### src/rtl/instr_encoder.sv
// Encodes symbolic MIPS instruction requests into 32-bit words and queues them
// with sequential address tags for the instruction-memory loader.
module instr_encoder #(
  parameter int unsigned DEPTH   = 4,
  parameter logic [31:0] PC_BASE = 32'h0000_3000
) (
  input  logic                     clk,
  input  logic                     reset,
  input  logic                     clear,
  input  logic                     in_valid,
  output logic                     in_ready,
  input  logic [4:0]               mnem,
  input  logic [4:0]               rs,
  input  logic [4:0]               rt,
  input  logic [4:0]               rd,
  input  logic [4:0]               shamt,
  input  logic [15:0]              imm16,
  input  logic [25:0]              target,
  output logic                     out_valid,
  input  logic                     out_ready,
  output logic [31:0]              out_instr,
  output logic [31:0]              out_addr,
  output logic                     err,
  output logic [$clog2(DEPTH):0]   count
);

  localparam int unsigned PTR_W = $clog2(DEPTH);
  localparam int unsigned CNT_W = PTR_W + 1;

  localparam logic [4:0] MN_ADDU   = 5'd0;
  localparam logic [4:0] MN_SUBU   = 5'd1;
  localparam logic [4:0] MN_ORI    = 5'd2;
  localparam logic [4:0] MN_LW     = 5'd3;
  localparam logic [4:0] MN_SW     = 5'd4;
  localparam logic [4:0] MN_BEQ    = 5'd5;
  localparam logic [4:0] MN_LUI    = 5'd6;
  localparam logic [4:0] MN_J      = 5'd7;
  localparam logic [4:0] MN_JAL    = 5'd8;
  localparam logic [4:0] MN_JR     = 5'd9;
  localparam logic [4:0] MN_JALR   = 5'd10;
  localparam logic [4:0] MN_LB     = 5'd11;
  localparam logic [4:0] MN_BLEZ   = 5'd12;
  localparam logic [4:0] MN_ROTRV  = 5'd13;
  localparam logic [4:0] MN_BLTZAL = 5'd14;
  localparam logic [4:0] MN_ROTR   = 5'd15;
  localparam logic [4:0] MN_CLZ    = 5'd16;

  logic [31:0]      instr_mem_q [DEPTH];
  logic [31:0]      instr_mem_d [DEPTH];
  logic [31:0]      addr_mem_q  [DEPTH];
  logic [31:0]      addr_mem_d  [DEPTH];
  logic [PTR_W-1:0] head_q, head_d;
  logic [PTR_W-1:0] tail_q, tail_d;
  logic [CNT_W-1:0] count_q, count_d;
  logic [31:0]      pc_q, pc_d;
  logic             err_q, err_d;

  logic [31:0]      enc_word;
  logic             enc_legal;
  logic             push, pop;

  // Mnemonic to machine word; only the fields each format uses are placed.
  always_comb begin
    enc_word  = '0;
    enc_legal = 1'b1;
    unique case (mnem)
      MN_ADDU:   enc_word = {6'b000000, rs, rt, rd, 5'd0, 6'b100001};
      MN_SUBU:   enc_word = {6'b000000, rs, rt, rd, 5'd0, 6'b100011};
      MN_ROTRV:  enc_word = {6'b000000, rs, rt, rd, 5'd1, 6'b000110};
      MN_ROTR:   enc_word = {6'b000000, 5'd1, rt, rd, shamt, 6'b000010};
      MN_JR:     enc_word = {6'b000000, rs, 5'd0, 5'd0, 5'd0, 6'b001000};
      MN_JALR:   enc_word = {6'b000000, rs, 5'd0, rd, 5'd0, 6'b001001};
      MN_CLZ:    enc_word = {6'b011100, rs, rd, rd, 5'd0, 6'b100000};
      MN_ORI:    enc_word = {6'b001101, rs, rt, imm16};
      MN_LW:     enc_word = {6'b100011, rs, rt, imm16};
      MN_SW:     enc_word = {6'b101011, rs, rt, imm16};
      MN_LB:     enc_word = {6'b100000, rs, rt, imm16};
      MN_BEQ:    enc_word = {6'b000100, rs, rt, imm16};
      MN_LUI:    enc_word = {6'b001111, 5'd0, rt, imm16};
      MN_BLEZ:   enc_word = {6'b000110, rs, 5'd0, imm16};
      MN_BLTZAL: enc_word = {6'b000001, rs, 5'b10000, imm16};
      MN_J:      enc_word = {6'b000010, target};
      MN_JAL:    enc_word = {6'b000011, target};
      default:   enc_legal = 1'b0;
    endcase
  end

  assign in_ready  = !reset && (count_q < CNT_W'(DEPTH));
  assign out_valid = (count_q != '0);
  assign out_instr = out_valid ? instr_mem_q[head_q] : 32'd0;
  assign out_addr  = out_valid ? addr_mem_q[head_q]  : 32'd0;
  assign err       = err_q;
  assign count     = count_q;

  assign push = in_valid && in_ready;
  assign pop  = out_valid && out_ready;

  // Queue bookkeeping; clear discards any handshake in the same cycle.
  always_comb begin
    instr_mem_d = instr_mem_q;
    addr_mem_d  = addr_mem_q;
    head_d      = head_q;
    tail_d      = tail_q;
    count_d     = count_q;
    pc_d        = pc_q;
    err_d       = err_q;
    if (clear) begin
      head_d  = '0;
      tail_d  = '0;
      count_d = '0;
      pc_d    = PC_BASE;
    end else begin
      if (pop) begin
        head_d  = head_q + PTR_W'(1);
        count_d = count_d - CNT_W'(1);
      end
      if (push && enc_legal) begin
        instr_mem_d[tail_q] = enc_word;
        addr_mem_d[tail_q]  = pc_q;
        tail_d              = tail_q + PTR_W'(1);
        count_d             = count_d + CNT_W'(1);
        pc_d                = pc_q + 32'd4;
      end else if (push) begin
        err_d = 1'b1;
      end
    end
  end

  always_ff @(posedge clk) begin
    if (reset) begin
      for (int i = 0; i < int'(DEPTH); i++) begin
        instr_mem_q[i] <= '0;
        addr_mem_q[i]  <= '0;
      end
      head_q  <= '0;
      tail_q  <= '0;
      count_q <= '0;
      pc_q    <= PC_BASE;
      err_q   <= 1'b0;
    end else begin
      instr_mem_q <= instr_mem_d;
      addr_mem_q  <= addr_mem_d;
      head_q      <= head_d;
      tail_q      <= tail_d;
      count_q     <= count_d;
      pc_q        <= pc_d;
      err_q       <= err_d;
    end
  end

endmodule
### config.mk
export PLATFORM = sky130hd
export DESIGN_NAME = instr_encoder
export DESIGN_NICKNAME = d
export VERILOG_FILES = /design/src/rtl/instr_encoder.sv
export SDC_FILE = /design/constraint.sdc
export NUM_CORES = 1
export LEC_CHECK = 0
export CORE_ASPECT_RATIO = 0.5
export CORE_MARGIN = 1.5
export CORE_UTILIZATION = 55
export CTS_BUF_LIST = sky130_fd_sc_hd__clkbuf_4
export CTS_CLUSTER_DIAMETER = 200
export DETAILED_ROUTE_END_ITERATION = 8
export PLACE_DENSITY = 0.78
export REMOVE_ABC_BUFFERS = 1
export SETUP_SLACK_MARGIN = 0.05
export SKIP_LAST_GASP = 1
export SLEW_MARGIN = 20
export SYNTH_ARGS = -nofsm -noshare
export SYNTH_HDL_FRONTEND = slang
export SYNTH_SLANG_ARGS = --single-unit
### constraint.sdc
create_clock -name clk -period 2.3 [get_ports clk]
set_clock_uncertainty 0.15 [all_clocks]
set_input_delay 0.345 -clock clk [delete_from_list [all_inputs] [get_ports clk]]
set_output_delay 0.345 -clock clk [all_outputs]
set_load 0.1 [all_outputs]
==> impl_metrics.json, run 1 <==
{
  "post_drt_via_cell_ratio": 6.05,
  "final_area_sq_mm": 0.0174,
  "drt_iter0_drc": 1410,
  "seq_area_frac_synth_pct": 43.7,
  "synth_seq_cells": 286,
  "n_fill_cell": 1492,
  "power_frac_comb_pct": 9.3,
  "clkTransAtPathRegs_ns": 0.08,
  "hold_buffers": 0,
  "clock_sinks": 286,
  "leakage_nw": 6.09,
  "fin_crit_ns": 2.79,
  "startpoint": "head_q[0]",
  "cts_buffer_depth": 3,
  "critical_path.startpoint_type": "flip-flop",
  "internal-power_mw": 7.36,
  "grt_max_degree": 252,
  "layout_setup_ws_ns": -0.490,
  "grt_pass1_wl_mm": 59.9,
  "run_status": "finished, violations left",
  "postRouteWirelength_mm": 39.8,
  "gp_congestion": 0.858,
  "cp_slowest_cell": "mux4_2",
  "power.total_mw": 9.90,
  "cp_max_fo": 6,
  "timing.rr.start": "count[2]",
  "grt_usage_pct": 29.8,
  "design.core.area_sq_mm": 0.0231,
  "synth_area_sq_mm": 0.0131,
  "r2r_setup_slack_ns": 0.06,
  "finalMaxSlewViolations": 0,
  "grt_overflow": 0,
  "synth-edff-count": 0,
  "clock_latency_ns": 0.73,
  "start_util_pct": 56.7,
  "powerDensity_mw_per_mm2": 569,
  "wire_per_inst_um": 19.8,
  "numCtsBuffers": 61,
  "ant_nets": 0,
  "path_cells": "buf_12 -> clkbuf_16 -> mux4_2 -> and2_4 -> buf_12",
  "grt_antenna_before_repair": 1,
  "firstDrtPassIters": 8,
  "ys_types": 63,
  "h-tree-depth": 2,
  "fin_util_pct": 75.2,
  "holdCritPathClass": "in -> reg",
  "postSynth.asyncResetShare_pct": 0,
  "crit_path_end_kind": "output port",
  "drv_cap": 0,
  "drive_above_1_share_pct": 25.9,
  "synth_area_per_cell_sq_um": 8.86,
  "fin_cells": 2017,
  "vias": 12200,
  "max_stage_delay_ns": 0.50,
  "finalSetupViolCount": 63,
  "switching_power_mw": 2.54,
  "finalHoldViolCount": 0,
  "drc": 0,
  "rsz0062_at_grt": "yes",
  "num_rows": 39,
  "dpl.hpwl_mm": 22.5,
  "violations": "setup timing",
  "slew_headroom_pct": 7.13,
  "fmax_mhz": 358,
  "fin_tns_setup_ns": -27.56,
  "required_ns": 1.80,
  "ys_warn_count": 0,
  "synth_ff_type": "dfxtp_1",
  "worst_slew_pin_slew_ns": 1.39,
  "peakVddDrop_mv": 0.338,
  "die-height_um": 112,
  "switching_share_pct": 25.7,
  "syn_to_final_growth_pct": 32.6,
  "die_w_um": 221,
  "critPathKind": "reg -> out",
  "cts_tree": "done",
  "die-area_sq_mm": 0.0248,
  "worstPathArrival_ns": 2.29,
  "period_share_pct": 121,
  "clkPwrFrac_pct": 40.3,
  "grt_pass1_vias": 11800,
  "num_io_pins": 142,
  "min-delay-start": "reset",
  "root_buffer": "clkbuf_4",
  "post-place-cells": 1886,
  "pwr-share-seq_pct": 50.4,
  "placed_area_sq_mm": 0.0159,
  "crit_path_frequent_cell": "buf_12",
  "netlist_instances": 1481,
  "fin_nets": 1747,
  "portBuffers": 139
}
## final cells by class
class | count | area [sq um] | area share [%]
well taps | 307 | 384 | 2.21
flip-flops and latches | 286 | 5730 | 33.0
clock inverters | 9 | 66.3 | 0.381
inverters | 13 | 48.8 | 0.280
multi-input cells | 1038 | 6850 | 39.4
diodes | 1 | 2.50 | 0.0144
clock buffers | 96 | 721 | 4.14
repair buffers | 267 | 3590 | 20.6
## kinds of logic (layout without fill, tap and decap cells)
family	count (synthesis)	in the layout	synth area share (%)
other cells	1	3	0.0286
simple gates	627	627	21.9
xor+xnor	37	37	2.47
compound gates	301	301	15.0
mux	63	63	10.7
fa+ha+maj	8	8	0.763
buf+inv	158	385	5.53
flops	286	286	43.7
## timing repair
action | CTS | global route
pin swaps | 0 | 29
endpoints found under the setup margin | 63 | 107
cloned | 6 | 8
resized for setup | 22 | 57
setup buffers | 6 | 6
## path summary, 6_finish.rpt
check	end	cells past startpoint
worst max register to register	instr_mem_q[99]	7
worst max-delay path	out_instr[22]	5
worst min-delay path	addr_mem_q[98]	3
worst min register to register	addr_mem_q[41]	2
## Yosys cell counts, drive strengths merged, types with 5 or more instances
library cell	count	area, sq um
xnor2	10	87.6
a21oi	152	772
a222oi	5	50.1
xor2	27	236
nand3	19	95.1
o21ai	9	45.0
a22oi	8	60.1
clkbuf	77	289
mux4	62	1400
nand4b	6	52.6
ha	8	100
inv	13	48.8
dfxtp	286	5730
nand2	281	1060
nand4	12	75.1
and3	8	50.1
a211oi	89	673
nor3	20	128
buf	68	388
a311oi	13	114
and2	65	407
nor3b	8	85.1
nor2	181	682
## layout by cell type (no fill, tap or decap), types with 3 or more instances in the layout
cell type,instances
dfxtp_1,282
nand2_1,280
nor2_1,180
a21oi_1,151
clkbuf_4,96
buf_4,91
a211oi_1,88
buf_12,87
clkdlybuf4s50_1,70
mux4_2,62
and2_4,58
xor2_1,27
nand3_1,19
nor3_1,17
inv_1,13
a311oi_1,13
nand4_1,12
xnor2_1,10
o21ai_0,9
a22oi_1,8
and3_1,8
ha_1,8
buf_16,8
and2_1,7
clkbuf_16,7
nand4b_1,6
clkinv_1,6
a222oi_1,5
or2_2,4
nor3b_4,4
a221o_1,4
nand3b_1,4
a221oi_1,4
and4_1,4
nand2b_1,3
a32oi_1,3
nor3b_1,3
a2bb2oi_1,3
dfxtp_2,3
## power by group through the flow
stage / logic, mW / registers (mW) / clock network [mW]
2_1_floorplan: 0.315 / 5.13 / 0
3_3_place_gp: 0.803 / 5.10 / 0
3_5_place_dp: 0.821 / 5.10 / 0
4_1_cts: 0.875 / 4.99 / 3.99
5_1_grt: 0.966 / 4.99 / 4.29
6_report: 0.920 / 4.99 / 3.99
## worst max-delay path: cells and delay by family (launching register included)
family / cells / cell delay (ns)
buf+inv: 3 / 0.49
flops: 1 / 0.39
mux: 1 / 0.50
simple gates: 1 / 0.18
## metrics by stage
step / hold WS (ns) / setup slack (ns)
after floorplan: 0.260 / -2.13
after global placement: 0.288 / -0.425
after detailed placement: 0.295 / -0.484
after CTS: 0.115 / -0.553
after global routing: 0.130 / -0.550
final: 0.0277 / -0.490
## registers in the layout, summed over array words and instances, names as in the netlist
register     flops
head_q           2
instr_mem_q    128
tail_q           2
err              1
count            3
addr_mem_q     120
pc_q            30
## layer usage
layer  global-route usage, %  wire [um]  up-vias
met2                    49.9      19000      646
li1                        -          -     5559
met3                    5.89       3580      103
met1                    38.5      16100     5891
met5                       0          0        -
met4                    11.6       1200        0
Note: power is estimated with default switching activity, not from simulation.
==> run 2, diff against run 1 <==
Clock period 2.3 ns to 3.2 ns, I/O delays scaled along.
==> impl_metrics.json, run 2 (synthesized netlist as in run 1, its figures left out) <==
{
  "path_cells": "buf_4 -> buf_12 -> mux4_2 -> and2_1 -> buf_12",
  "post-place-cells": 1831,
  "gp_congestion": 0.793,
  "pwr-share-seq_pct": 51.9,
  "grt_pass1_vias": 11400,
  "clkPwrFrac_pct": 40.1,
  "grt_overflow": 0,
  "layout_commonest_cell": "dfxtp_1",
  "portBuffers": 139,
  "wire_per_inst_um": 18.1,
  "worst_slew_pin_slew_ns": 0.890,
  "wl_met1_mm": 14.5,
  "cts_tree": "done",
  "grt_max_degree": 123,
  "drt_iter0_drc": 1002,
  "grt_usage_pct": 28.1,
  "hold_buffers": 0,
  "critPathKind": "reg -> out",
  "vias": 11500,
  "fin_crit_ns": 3.02,
  "clock_sinks": 286,
  "reg.largest.list": "instr_mem_q (128), addr_mem_q (120), pc_q (30)",
  "ant_nets": 0,
  "peakVddDrop_mv": 0.222,
  "finalHoldViolCount": 0,
  "leakage_nw": 5.44,
  "switching_share_pct": 24.7,
  "start_util_pct": 56.7,
  "grt_pass1_wl_mm": 57.0,
  "crit_path_frequent_cell": "buf_12",
  "dpl.hpwl_mm": 21.7,
  "num_io_pins": 142,
  "die-height_um": 112,
  "die_w_um": 221,
  "wl_met2_mm": 17.1,
  "wl_met3_mm": 2.62,
  "clock_latency_ns": 0.70,
  "drv_cap": 0,
  "fmax_mhz": 331,
  "cp_max_fo": 18,
  "die-area_sq_mm": 0.0248,
  "worstPathArrival_ns": 2.39,
  "syn_to_final_growth_pct": 22.7,
  "clkTransAtPathRegs_ns": 0.07,
  "firstDrtPassIters": 6,
  "drc": 0,
  "max_stage_delay_ns": 0.56,
  "postRouteWirelength_mm": 35.1,
  "run_status": "completed",
  "regMostFlops": "instr_mem_q",
  "n_fill_cell": 1785,
  "root_buffer": "clkbuf_4",
  "finalMaxSlewViolations": 0,
  "grt_antenna_before_repair": 1,
  "power_frac_comb_pct": 8.0,
  "fin_tns_setup_ns": 0,
  "power.total_mw": 6.91,
  "fin_nets": 1671,
  "slew_headroom_pct": 40.6,
  "finalSetupViolCount": 0,
  "cp_slowest_cell": "mux4_2",
  "h-tree-depth": 2,
  "critical_path.startpoint_type": "flip-flop",
  "numCtsBuffers": 61,
  "largest_register_ffs": 128,
  "drive_above_1_share_pct": 18.3,
  "num_rows": 39,
  "fin_cells": 1937,
  "post_drt_via_cell_ratio": 5.95,
  "internal-power_mw": 5.20,
  "powerDensity_mw_per_mm2": 429,
  "rsz0062_at_grt": "no",
  "cts_buffer_depth": 3,
  "crit_path_end_kind": "output port",
  "period_share_pct": 94.5,
  "required_ns": 2.57,
  "holdCritPathClass": "in -> reg",
  "most-common-layout-cells": "284 x dfxtp_1, 280 x nand2_1, 180 x nor2_1, 151 x a21oi_1",
  "top_layer": "met4",
  "design.core.area_sq_mm": 0.0231,
  "switching_power_mw": 1.71
}
run 2: cell count changes in the layout (fill, tap and decap cells not counted), moves of 2 or more:
cell	previous run	this run
dfxtp_1	282	284
dfxtp_2	3	1
clkinv_1	6	10
clkbuf_4	96	88
buf_4	91	52
and2_1	7	65
buf_16	8	0
and2_4	58	0
clkbuf_16	7	0
buf_12	87	67
run 2: layout make-up:
| class | instances | area [sq um] | area share, % |
|---|---|---|---|
| sequential | 286 | 5730 | 35.6 |
| clock inverter | 13 | 105 | 0.653 |
| inverter | 13 | 48.8 | 0.303 |
| clock buffer | 88 | 661 | 4.11 |
| tap | 307 | 384 | 2.39 |
| multi-input combinational | 1038 | 6700 | 41.7 |
| timing repair buffer | 191 | 2450 | 15.3 |
| antenna | 1 | 2.50 | 0.0156 |
run 2: worst max-delay path: cells and delay by family (launching register included):
family / cells / cell delay (ns)
and+or+nand+nor: 1 / 0.22
DFF: 1 / 0.41
buffers and inverters: 3 / 0.50
muxes: 1 / 0.56
run 2: per-layer routing:
metal | up-vias | track usage [%]
li1 | 5411 | -
met1 | 5515 | 35.5
met2 | 501 | 48.3
met3 | 93 | 5.45
met4 | 0 | 10.7
met5 | - | 0
run 2: worst paths after layout:
check / startpoint / to / slack, ns / depth (start not counted)
worst max-delay path: head_q[0] / out_addr[23] / 0.18 / 5
worst min-delay path: reset / err / 0.23 / 3
worst max register to register: pc_q[5] / pc_q[30] / 0.68 / 6
worst min register to register: addr_mem_q[22] / addr_mem_q[22] / 0.30 / 2
run 2: power by group through the flow:
stage / Combinational (mW) / Sequential (mW) / Clock (mW)
floorplan: 0.226 / 3.68 / 0
global placement: 0.526 / 3.67 / 0
detailed placement: 0.539 / 3.67 / 0
CTS: 0.546 / 3.59 / 2.82
global route: 0.588 / 3.59 / 3.03
finish: 0.551 / 3.59 / 2.77
run 2: metrics by stage:
step | instance area (sq um) | hold WS (ns) | utilization, % | setup WS [ns]
2_1_floorplan | 12400 | 0.277 | - | -1.37
3_3_place_gp | 15300 | 0.288 | 66.0 | 0.168
3_5_place_dp | 15300 | 0.296 | 66.0 | 0.0744
4_1_cts | 16100 | 0.172 | 69.5 | 0.0573
5_1_grt | 16100 | 0.209 | 69.6 | 0.0634
6_report | 16100 | 0.226 | 69.6 | 0.175
run 2: what timing repair did:
item,4_1_cts,5_1_grt
resized for setup,0,1
setup endpoints to repair,47,21
setup buffers,4,0
